===== src/rtl/i2c_result_rx.sv =====
// i2c_result_rx: receive-only I2C target for the fsmd result stream.
// Oversamples scl/sda on clk, decodes START/address/data/STOP, pulls sda low
// to ACK its own write address and every data byte, and presents each byte
// on rx_data with a one-cycle rx_valid strobe.
module i2c_result_rx #(
   parameter logic [6:0] DEV_ADDR    = 7'h50,
   parameter int         SYNC_STAGES = 2
) (
   input  logic       clk,
   input  logic       rst,
   input  logic       scl,
   input  logic       sda_in,
   output logic       sda_oe,
   output logic [7:0] rx_data,
   output logic       rx_valid,
   output logic       busy,
   output logic       addr_hit
);

   typedef enum logic [2:0] {
      IDLE,
      ADDR,
      ADDR_ACK,
      DATA,
      DATA_ACK,
      IGNORE
   } state_t;

   // Synchroniser chains plus one delay flop per line for edge detection.
   // They reset to 1 so an idle bus does not look like an edge after reset.
   logic [SYNC_STAGES-1:0] scl_sync_q, scl_sync_d;
   logic [SYNC_STAGES-1:0] sda_sync_q, sda_sync_d;
   logic                   scl_dly_q, scl_dly_d;
   logic                   sda_dly_q, sda_dly_d;

   // Protocol state and registered outputs.
   state_t     state_q, state_d;
   logic [3:0] bit_cnt_q, bit_cnt_d;
   logic [7:0] shift_q, shift_d;
   logic [7:0] rx_data_q, rx_data_d;
   logic       rx_valid_q, rx_valid_d;
   logic       busy_q, busy_d;
   logic       addr_hit_q, addr_hit_d;
   logic       sda_oe_q, sda_oe_d;

   // Decoded bus events (all from synchronised copies).
   logic scl_s, sda_s;
   logic scl_rise, scl_fall;
   logic start_det, stop_det;

   // Shift the raw lines into the synchronisers and keep the previous sample.
   always_comb begin
      scl_sync_d = {scl_sync_q[SYNC_STAGES-2:0], scl};
      sda_sync_d = {sda_sync_q[SYNC_STAGES-2:0], sda_in};
      scl_dly_d  = scl_sync_q[SYNC_STAGES-1];
      sda_dly_d  = sda_sync_q[SYNC_STAGES-1];
   end

   // Bus conditions: START/STOP need scl high on both samples so an sda
   // change that coincides with an scl edge is never mistaken for one.
   always_comb begin
      scl_s     = scl_sync_q[SYNC_STAGES-1];
      sda_s     = sda_sync_q[SYNC_STAGES-1];
      scl_rise  = scl_s & ~scl_dly_q;
      scl_fall  = ~scl_s & scl_dly_q;
      start_det = scl_s & scl_dly_q & sda_dly_q & ~sda_s;
      stop_det  = scl_s & scl_dly_q & ~sda_dly_q & sda_s;
   end

   // Next-state logic: STOP beats START, which beats any bit activity.
   always_comb begin
      state_d    = state_q;
      bit_cnt_d  = bit_cnt_q;
      shift_d    = shift_q;
      rx_data_d  = rx_data_q;
      rx_valid_d = 1'b0;
      addr_hit_d = 1'b0;
      busy_d     = busy_q;
      sda_oe_d   = sda_oe_q;

      if (stop_det) begin
         state_d   = IDLE;
         bit_cnt_d = 4'd0;
         sda_oe_d  = 1'b0;
         busy_d    = 1'b0;
      end else if (start_det) begin
         state_d   = ADDR;
         bit_cnt_d = 4'd0;
         shift_d   = 8'h00;
         sda_oe_d  = 1'b0;
         busy_d    = 1'b0;
      end else begin
         case (state_q)
            IDLE: begin
               state_d = IDLE;
            end

            ADDR: begin
               if (scl_rise && (bit_cnt_q < 4'd8)) begin
                  shift_d   = {shift_q[6:0], sda_s};
                  bit_cnt_d = bit_cnt_q + 4'd1;
               end else if (scl_fall && (bit_cnt_q == 4'd8)) begin
                  if ((shift_q[7:1] == DEV_ADDR) && !shift_q[0]) begin
                     state_d    = ADDR_ACK;
                     sda_oe_d   = 1'b1;
                     addr_hit_d = 1'b1;
                     busy_d     = 1'b1;
                  end else begin
                     state_d = IGNORE;
                  end
               end
            end

            ADDR_ACK, DATA_ACK: begin
               // Hold the ACK low across the ninth clock, release on its fall.
               if (scl_fall) begin
                  state_d   = DATA;
                  sda_oe_d  = 1'b0;
                  bit_cnt_d = 4'd0;
               end
            end

            DATA: begin
               if (scl_rise && (bit_cnt_q < 4'd8)) begin
                  shift_d   = {shift_q[6:0], sda_s};
                  bit_cnt_d = bit_cnt_q + 4'd1;
               end else if (scl_fall && (bit_cnt_q == 4'd8)) begin
                  state_d    = DATA_ACK;
                  rx_data_d  = shift_q;
                  rx_valid_d = 1'b1;
                  sda_oe_d   = 1'b1;
               end
            end

            IGNORE: begin
               state_d = IGNORE;
            end

            default: begin
               state_d  = IDLE;
               sda_oe_d = 1'b0;
               busy_d   = 1'b0;
            end
         endcase
      end
   end

   // Register everything; reset releases sda at once and parks the FSM.
   always_ff @(posedge clk or negedge rst) begin
      if (!rst) begin
         scl_sync_q <= {SYNC_STAGES{1'b1}};
         sda_sync_q <= {SYNC_STAGES{1'b1}};
         scl_dly_q  <= 1'b1;
         sda_dly_q  <= 1'b1;
         state_q    <= IDLE;
         bit_cnt_q  <= 4'd0;
         shift_q    <= 8'h00;
         rx_data_q  <= 8'h00;
         rx_valid_q <= 1'b0;
         busy_q     <= 1'b0;
         addr_hit_q <= 1'b0;
         sda_oe_q   <= 1'b0;
      end else begin
         scl_sync_q <= scl_sync_d;
         sda_sync_q <= sda_sync_d;
         scl_dly_q  <= scl_dly_d;
         sda_dly_q  <= sda_dly_d;
         state_q    <= state_d;
         bit_cnt_q  <= bit_cnt_d;
         shift_q    <= shift_d;
         rx_data_q  <= rx_data_d;
         rx_valid_q <= rx_valid_d;
         busy_q     <= busy_d;
         addr_hit_q <= addr_hit_d;
         sda_oe_q   <= sda_oe_d;
      end
   end

   assign sda_oe   = sda_oe_q;
   assign rx_data  = rx_data_q;
   assign rx_valid = rx_valid_q;
   assign busy     = busy_q;
   assign addr_hit = addr_hit_q;

endmodule


===== config.mk =====
export PLATFORM = sky130hd
export DESIGN_NAME = i2c_result_rx
export DESIGN_NICKNAME = d
export VERILOG_FILES = /design/src/rtl/i2c_result_rx.sv
export SDC_FILE = /design/constraint.sdc
export NUM_CORES = 1
export LEC_CHECK = 0
export ABC_AREA = 0
export ABC_CLOCK_PERIOD_IN_PS = 1730
export BUFFER_PORTS_ARGS = -buffer_cell sky130_fd_sc_hd__buf_4
export CAP_MARGIN = 20
export CORE_MARGIN = 2
export CORE_UTILIZATION = 40
export DETAILED_ROUTE_END_ITERATION = 16
export PLACE_DENSITY = 0.67
export SYNTH_ARGS = -nofsm -noshare
export SYNTH_HDL_FRONTEND = slang
export SYNTH_SLANG_ARGS = --single-unit

===== constraint.sdc =====
create_clock -name clk -period 1.73 [get_ports clk]
set_clock_uncertainty 0.15 [all_clocks]
set_input_delay 0.2595 -clock clk [delete_from_list [all_inputs] [get_ports clk]]
set_output_delay 0.2595 -clock clk [all_outputs]
set_load 0.02 [all_outputs]

==> impl_metrics.csv, run 1 <==
group,metric,value,unit
critical_path,cp_slowest_cell,"dfstp_2",
sta,fin_crit,1.79,ns
critical_path,path_max_fanout,8,
critical_path,crit_type,"reg -> reg",
die,fp.dieArea,0.00428,mm^2
routing,wl_met2,1.55,mm
synthesis,synth_area,0.00151,mm^2
critical_path,path_cells,"xor2_1, and3_1, nor2_2, and3_4, mux2_4",
sta,finalHoldViolations,0,
hold_path,hold_class,"reg -> reg",
critical_path,r2r-end,"rx_data[4]$_DFFE_PN0P_",
routing,ant_nets,0,
status,violations,"negative setup slack",
die,die_width,65.4,um
place,portBuffers,15,
cts,clockBufferDepth,2,
finish,drive_gt1_frac,0.394,
finish,finalNonFillerCells,228,
synthesis,synth.area.top_cells,"dfrtp_1 45%, dfstp_2 10%, mux2_4 8.0%",
critical_path,rr_worst_depth,5,
die,boundaryPins,16,
sta,tightest_slew,0.403,ns
cts,numCtsBuffers,5,
synthesis,ys_seq_area_frac,0.552,
sta,whs,0.206,ns
routing,drt_iter0_markers,107,
global_route,grt_pass1_vias,1104,
synthesis,synthFlopType,"dfrtp_1",
finish,most-common-layout-cells,"39 x buf_4, 27 x dfrtp_1, 23 x nand2_1",
sta,fin_tns_setup,-0.344,ns
hold_path,hold_start,"scl_sync_q[0]$_DFF_PN1_",
cts,cts_tree,"yes",
synthesis,async_reset_ff_frac,1.00,
pwr,finalPower,2.23,mW
sta,setup_viol_count_final,8,
cts,path_clk_slew,0.07,ns
finish,syn2layout_area_growth,31.3,%
synthesis,netlist.area_leader.share,0.448,
synthesis,synth_cell_types,38,
place,hpwlAfterDp,2.23,mm
critical_path,endpoint_kind,"flop",
critical_path,setup.worst_path.start_class,"flop",
cts,ctsRootBufferMaster,"clkbuf_8",
routing,met3WireLength,89,um
sta,final.setup.worst_slack,-0.0565,ns
routing,wl_per_cell,13.2,um
synthesis,netlist_instances,138,
critical_path,cp.required,1.73,ns
routing,dr.pass1.iters,4,
synthesis,yosysTopAreaCell,"dfrtp_1",
place,place.gp.congestion,0.784,
place,dp.cells,213,
synthesis,yosysWarnings,0,
routing,via_count,1134,
global_route,grt_usage,0.156,
global_route,grt_pass1_wl,5.09,mm
routing,vias_per_cell,4.97,
cts,clk_latency,0.28,ns
hold_path,hold_depth,0,
routing,routed_wl,3.02,mm
critical_path,critical_path.max_stage_delay,0.54,ns
sta,slew_headroom,0.731,
die,die_h,65.4,um
pwr,powerDensity,1120,mW/mm^2
finish,nets,185,
finish,diodes,0,
place,detailedPlace.worstSlack,-0.0894,ns
sta,rsz0062_at_grt,"yes",
flow_run,cap_violations,0,
die,initial_core_util,0.415,
global_route,grt_max_degree,34,
pwr,ir_worst_vdd,536,uV
die,core-area,0.00363,mm^2
cts,clock_sinks,33,
sta,slew_viol_final,0,
critical_path,r2r_slack,-0.06,ns
sta,fmax,0.560,GHz
synthesis,ys_seq_elements,33,
hold_path,hold-path-endpoint,"scl_sync_q[1]$_DFF_PN1_",
finish,final_common_cell,"buf_4",
routing,drc_errors,0,
pwr,total_leakage_power,0.933,nW
routing,met1_length,1.37,mm
synthesis,syn_avg_cell_area,10.9,um^2
synthesis,syn_nets,144,
global_route,grt.overflow.total,0,
die,row_count,22,
synthesis,synth_edf_count,0,
routing,top_layer,"met4",
critical_path,worst-path-buf-inv,0,
cts,htree_levels,2,
sta,min_period_over_period,1.03,
critical_path,cp_top_family,"flip-flops",
critical_path,cp.arrival,1.79,ns
global_route,antenna_found_initial,0,
critical_path,r2r-start,"sda_dly_q$_DFF_PN1_",
status,outcome,"finished, violations left",
==> layout make-up <==
type / count / area, um^2
inverters: 2 / 7.51
clock buffers: 7 / 96.3
well taps: 48 / 60.1
flip-flops and latches: 33 / 833
multi-input cells: 95 / 656
fillers: 330 / 1650
clock inverters: 1 / 5.00
repair buffers: 42 / 323
==> metrics by stage <==
stage          utilization  cell area, um^2
3_3_place_gp         0.494             1800
6_report             0.545             1980
4_1_cts              0.539             1960
5_1_grt              0.545             1980
3_5_place_dp         0.494             1800
2_1_floorplan            -             1520
==> kinds of logic after synthesis <==
logic type	Yosys count	synth area share
simple gates	57	0.201
xor+xnor	1	0.00581
flops	33	0.552
fa+ha+maj	3	0.0232
buf+inv	10	0.0323
mux	9	0.0871
compound gates	25	0.0978
==> cell usage after synthesis, drive strengths merged (2+ instances only) <==
master,number
a21oi,6
and3,2
buf,2
clkbuf,6
dfrtp,27
dfstp,6
ha,2
inv,2
mux2,9
nand2,23
nand2b,4
nand4b,2
nor2,9
nor2b,5
nor3,3
nor3b,2
nor4b,2
o21ai,11
o22ai,2
==> per-layer routing <==
metal	vias up	GRT usage
li1	558	-
met1	558	0.204
met2	16	0.253
met3	2	0.0565
met4	0	0.0234
met5	-	0
==> worst reg2reg max path, cell delays in order (launching register included) <==
cell	delay, ns
dfstp_2	0.54
xor2_1	0.16
and3_1	0.21
nor2_2	0.05
and3_4	0.24
mux2_4	0.32
==> state kept, by name, indices dropped and copies added, names as in the netlist, 2 cells and up <==
| register | count |
|---|---|
| bit_cnt_q | 4 |
| scl_sync_q | 2 |
| sda_sync_q | 2 |
| rx_data | 8 |
| state_q | 3 |
| shift_q | 8 |
==> report_power, final <==
group | total (mW) | internal (mW) | switching, mW | leakage [nW]
sequential | 0.959 | 0.873 | 0.0862 | 0.432
combinational | 0.649 | 0.326 | 0.324 | 0.447
clock | 0.618 | 0.359 | 0.259 | 0.0542
total | 2.23 | 1.56 | 0.669 | 0.933
==> what timing repair did <==
action	in CTS	in global routing
resized for setup	3	2
pin swaps	2	3
setup endpoints to repair	9	13
hold endpoints to repair	29	0
hold buffers	3	0
setup buffers	2	2
==> worst max-delay path by stage <==
stage                                  from                endpoint  slack (ns)  depth (start not counted)
floorplan           sda_sync_q[1]$_DFF_PN1_  rx_data[0]$_DFFE_PN0P_       -0.15                          7
global placement    sda_sync_q[1]$_DFF_PN1_  rx_data[1]$_DFFE_PN0P_       -0.03                          5
detailed placement  sda_sync_q[1]$_DFF_PN1_  rx_data[4]$_DFFE_PN0P_       -0.09                          5
CTS                 sda_sync_q[1]$_DFF_PN1_  rx_data[4]$_DFFE_PN0P_       -0.09                          5
global route        sda_sync_q[1]$_DFF_PN1_  rx_data[4]$_DFFE_PN0P_       -0.11                          5
finish                  sda_dly_q$_DFF_PN1_  rx_data[4]$_DFFE_PN0P_       -0.06                          5
No activity file was read; power rests on OpenSTA's default activity.
==> run 2: changes to the inputs <==
--- a/config.mk
+++ b/config.mk
@@ -12,6 +12,8 @@
 export CORE_MARGIN = 2
 export CORE_UTILIZATION = 40
+export CTS_BUF_LIST = sky130_fd_sc_hd__clkbuf_4 sky130_fd_sc_hd__clkbuf_8
 export DETAILED_ROUTE_END_ITERATION = 16
 export PLACE_DENSITY = 0.67
+export SKIP_CTS_REPAIR_TIMING = 1
 export SYNTH_ARGS = -nofsm -noshare
 export SYNTH_HDL_FRONTEND = slang
==> constraint.sdc (replaced) <==
create_clock -name clk -period 1.73 [get_ports clk]
set_clock_uncertainty 0.15 [all_clocks]
set_input_delay 0.4325 -clock clk [delete_from_list [all_inputs] [get_ports clk]]
set_output_delay 0.4325 -clock clk [all_outputs]
set_load 0.02 [all_outputs]
==> run 2 against run 1 <==
  * The run still ends with negative setup slack left
  * Clock-buffer cell count is the same
  * Core utilization shrank 0.17 points
  * Clock power is essentially flat
  * Total power shrank 0.51%
  * Global-route usage shrank 0.18 points
  * Die area is the same
  * Worst hold slack lost 0.097 ns
  * Final area shrank 0.32%
==> impl_metrics.csv, run 2 (synthesized netlist as in run 1, its figures left out) <==
group,metric,value,unit
critical_path,crit_type,"reg -> reg",
critical_path,r2r_slack,-0.08,ns
routing,via_count,1134,
critical_path,cp_top_family,"simple AND/OR/NAND/NOR gates",
global_route,grt_pass1_vias,1097,
critical_path,worst-path-buf-inv,0,
critical_path,cp.arrival,1.81,ns
place,place.gp.congestion,0.784,
die,row_count,22,
hold_path,hold_class,"in -> reg",
routing,ant_nets,0,
place,portBuffers,15,
place,hpwlAfterDp,2.23,mm
cts,path_clk_slew,0.07,ns
sta,slew_viol_final,0,
finish,diodes,0,
flow_run,cap_violations,0,
die,die_h,65.4,um
pwr,finalPower,2.22,mW
global_route,grt_max_degree,34,
critical_path,cp.required,1.73,ns
critical_path,critical_path.max_stage_delay,0.54,ns
routing,wl_per_cell,13.3,um
sta,setup_viol_count_final,8,
finish,nets,185,
sta,final.setup.worst_slack,-0.0826,ns
cts,clockBufferDepth,2,
sta,fin_crit,1.81,ns
sta,rsz0062_at_grt,"yes",
die,initial_core_util,0.415,
cts,clk_latency,0.28,ns
critical_path,path_cells,"xor2_1, and3_1, nor2_2, and3_4, mux2_4",
finish,most-common-layout-cells,"41 x buf_4, 27 x dfrtp_1, 23 x nand2_1",
status,outcome,"finished, violations left",
global_route,antenna_found_initial,0,
hold_path,hold_start,"sda_in",
routing,dr.pass1.iters,4,
critical_path,path_max_fanout,8,
cts,ctsRootBufferMaster,"clkbuf_8",
pwr,powerDensity,1120,mW/mm^2
critical_path,rr_worst_depth,5,
critical_path,r2r-end,"rx_data[4]$_DFFE_PN0P_",
status,violations,"negative setup slack",
sta,finalHoldViolations,0,
die,boundaryPins,16,
critical_path,startpoint,"sda_sync_q[1]$_DFF_PN1_",
global_route,grt_usage,0.154,
cts,numCtsBuffers,5,
critical_path,endpoint_kind,"flop",
sta,whs,0.108,ns
cts,clock_sinks,33,
finish,fillers,330,
critical_path,r2r-start,"sda_sync_q[1]$_DFF_PN1_",
pwr,ir_worst_vdd,528,uV
global_route,grt_pass1_wl,5.03,mm
critical_path,setup.worst_path.start_class,"flop",
sta,slew_headroom,0.730,
finish,syn2layout_area_growth,30.8,%
routing,drt_iter0_markers,106,
finish,drive_gt1_frac,0.406,
finish,final_common_cell,"buf_4",
sta,fmax,0.552,GHz
critical_path,cp_slowest_cell,"dfstp_2",
pwr,total_leakage_power,0.934,nW
routing,drc_errors,0,
hold_path,hold_depth,1,
sta,tightest_slew,0.405,ns
hold_path,hold-path-endpoint,"sda_sync_q[0]$_DFF_PN1_",
routing,vias_per_cell,4.97,
die,core-area,0.00363,mm^2
global_route,grt.overflow.total,0,
die,fp.dieArea,0.00428,mm^2
sta,min_period_over_period,1.05,
cts,cts_tree,"yes",
cts,htree_levels,2,
routing,routed_wl,3.02,mm
die,die_width,65.4,um
run 2: report_power, final:
part / switching (mW) / internal (mW)
clock network: 0.259 / 0.359
logic: 0.322 / 0.316
registers: 0.0861 / 0.873
total: 0.667 / 1.55
run 2: how the worst max path moves through the flow:
stage,endpoint,cells past startpoint
floorplan,rx_data[0]$_DFFE_PN0P_,7
global placement,rx_data[1]$_DFFE_PN0P_,5
detailed placement,rx_data[4]$_DFFE_PN0P_,5
CTS,rx_data[4]$_DFFE_PN0P_,5
global route,rx_data[4]$_DFFE_PN0P_,5
finish,rx_data[4]$_DFFE_PN0P_,5
run 2: cell type report:
type	count	area (um^2)	share of cell area
Timing Repair Buffer	42	318	0.161
Sequential cell	33	833	0.422
Inverter	2	7.51	0.00380
Clock inverter	1	5.00	0.00253
Clock buffer	7	96.3	0.0488
Multi-Input combinational cell	95	654	0.331
Tap cell	48	60.1	0.0304
run 2: metal layers:
metal,track usage,share of wire,vias to the layer above
met3,0.0565,0.035,4
met2,0.249,0.51,20
li1,-,-,555
met4,0.0234,0.0066,0
met1,0.202,0.45,555
met5,0,0,-
run 2: per-stage QoR:
step	cells	setup TNS (ns)	cell area, um^2	worst slack [ns]	utilization
2_1_floorplan	138	-1.24	1520	-0.148	-
3_3_place_gp	213	-0.239	1800	-0.0304	0.494
3_5_place_dp	213	-0.649	1800	-0.0894	0.494
4_1_cts	221	-0.796	1900	-0.113	0.522
5_1_grt	228	-1.26	1970	-0.145	0.543
6_report	228	-0.545	1970	-0.0826	0.543
==> run 3: changes to the inputs <==
Settings changed: CELL_PAD_IN_SITES_DETAIL_PLACEMENT from default to 1, CELL_PAD_IN_SITES_GLOBAL_PLACEMENT from default to 1, GPL_ROUTABILITY_DRIVEN from default to 0, PLACE_DENSITY 0.67 to 0.8.
==> run 3 against run 2 <==
  * The run still ends with negative setup slack left
  * Sequential cell count stayed put
  * Worst setup slack worse by 0.011 ns
  * Final area rose by 1.6%
  * Critical path type unchanged
==> impl_metrics.csv, run 3 (synthesized netlist as in run 1, its figures left out) <==
group,metric,value,unit
status,outcome,"finished, violations left",
status,violations,"negative setup slack",
critical_path,cp.arrival,1.85,ns
routing,dr.pass1.iters,4,
routing,drt_iter0_markers,79,
critical_path,path_cells,"xor2_2, and3_4, nor2_4, and3_4, mux2_4",
global_route,grt_usage,0.199,
hold_path,hold_class,"in -> reg",
place,portBuffers,15,
pwr,p_int,1.54,mW
routing,wl_per_cell,17.9,um
critical_path,endpoint_kind,"flop",
critical_path,worst-path-buf-inv,0,
critical_path,cp_slowest_cell,"dfstp_2",
routing,ant_nets,0,
routing,drc_errors,0,
global_route,grt.overflow.total,0,
die,core-area,0.00363,mm^2
cts,htree_levels,2,
die,fp.dieArea,0.00428,mm^2
routing,via_count,1204,
sta,slew_viol_final,0,
finish,most-common-layout-cells,"40 x buf_4, 26 x dfrtp_1, 23 x nand2_1",
global_route,grt_pass1_vias,1281,
routing,vias_per_cell,5.26,
sta,finalHoldViolations,0,
finish,syn2layout_area_growth,32.9,%
cts,clk_latency,0.29,ns
critical_path,cp_top_family,"simple AND/OR/NAND/NOR gates",
critical_path,critical_path.max_stage_delay,0.56,ns
global_route,grt_max_degree,34,
sta,slew_headroom,0.724,
pwr,p_switching,0.757,mW
die,initial_core_util,0.415,
global_route,grt_pass1_wl,6.12,mm
routing,routed_wl,4.10,mm
pwr,seqPwrFrac,0.421,
die,die_h,65.4,um
pwr,ir_worst_vdd,549,uV
place,detailedPlace.worstSlack,-0.119,ns
sta,rsz0062_at_grt,"yes",
cts,clock_sinks,33,
die,row_count,22,
critical_path,setup.worst_path.start_class,"flop",
critical_path,path_max_fanout,8,
pwr,powerDensity,1140,mW/mm^2
pwr,total_leakage_power,0.940,nW
cts,clockBufferDepth,2,
place,hpwlAfterDp,2.73,mm
sta,fmax,0.548,GHz
cts,cts_tree,"yes",
critical_path,cp.required,1.75,ns
pwr,p_sw_frac,0.330,
sta,whs,0.103,ns
cts,ctsRootBufferMaster,"clkbuf_8",
sta,final.setup.worst_slack,-0.0939,ns
finish,diodes,0,
place,postPlaceCellArea,0.00180,mm^2
sta,tightest_slew,0.415,ns
flow_run,cap_violations,0,
cts,numCtsBuffers,5,
finish,fillers,421,
finish,final_common_cell,"buf_4",
cts,path_clk_slew,0.06,ns
pwr,power_frac_clock,0.256,
finish,drive_gt1_frac,0.442,
sta,setup_viol_count_final,9,
critical_path,cpMostUsedCell,"and3_4",
pwr,p_comb_frac,0.323,
sta,fin_crit,1.82,ns
finish,design_area,0.00201,mm^2
die,boundaryPins,16,
pwr,finalPower,2.30,mW
die,die_width,65.4,um
finish,nets,186,
global_route,antenna_found_initial,0,
critical_path,crit_type,"reg -> reg",
sta,min_period_over_period,1.05,
sta,fin_tns_setup,-0.727,ns
run 3: cell count changes in the layout (fill, tap and decap cells not counted), sizes merged:
| cell | previous run | this run |
|---|---|---|
| buf | 41 | 42 |
run 3: area by class of cell:
type                            count  area, um^2  share of cell area
Clock inverter                      1        5.00             0.00250
Clock buffer                        7        83.8              0.0418
Multi-Input combinational cell     95         688               0.343
Sequential cell                    33         835               0.416
Timing Repair Buffer               43         327               0.163
Inverter                            2        7.51             0.00374
Tap cell                           48        60.1              0.0299
run 3: final timing paths:
path                                          from  cells after the start                 endpoint  slack [ns]
max in group asynchronous                      rst                      2  sda_sync_q[0]$_DFF_PN1_        0.63
max reg2reg                    sda_dly_q$_DFF_PN1_                      5   rx_data[7]$_DFFE_PN0P_       -0.09
min                                            scl                      1  scl_sync_q[0]$_DFF_PN1_        0.10
min in group asynchronous                      rst                      2       sda_oe$_DFFE_PN0P_        0.47
min reg2reg                scl_sync_q[0]$_DFF_PN1_                      0  scl_sync_q[1]$_DFF_PN1_        0.21
max                            sda_dly_q$_DFF_PN1_                      5   rx_data[7]$_DFFE_PN0P_       -0.09
run 3: per-layer routing:
layer	wire length, um	up-vias	GRT usage
li1	-	562	-
met1	1790	608	0.242
met2	2070	25	0.330
met3	153	9	0.0531
met4	85	0	0.0885
met5	0	-	0
run 3: metrics by stage:
stage	util	cells
after floorplan	-	138
after global placement	0.497	214
after detailed placement	0.497	214
after CTS	0.521	222
after global routing	0.552	229
final	0.552	229
run 3: power groups by stage:
stage / registers, mW / clock network, mW / logic [mW]
6_report: 0.967 / 0.587 / 0.742
5_1_grt: 0.978 / 0.630 / 0.810
4_1_cts: 0.960 / 0.595 / 0.656
3_5_place_dp: 0.973 / 0 / 0.647
3_3_place_gp: 0.963 / 0 / 0.600
2_1_floorplan: 0.947 / 0 / 0.373
run 3: worst reg2reg max path, cell delays in order (launching register included):
cell     delay (ns)
dfstp_2        0.56
xor2_2         0.08
and3_4         0.19
nor2_4         0.12
and3_4         0.30
mux2_4         0.32
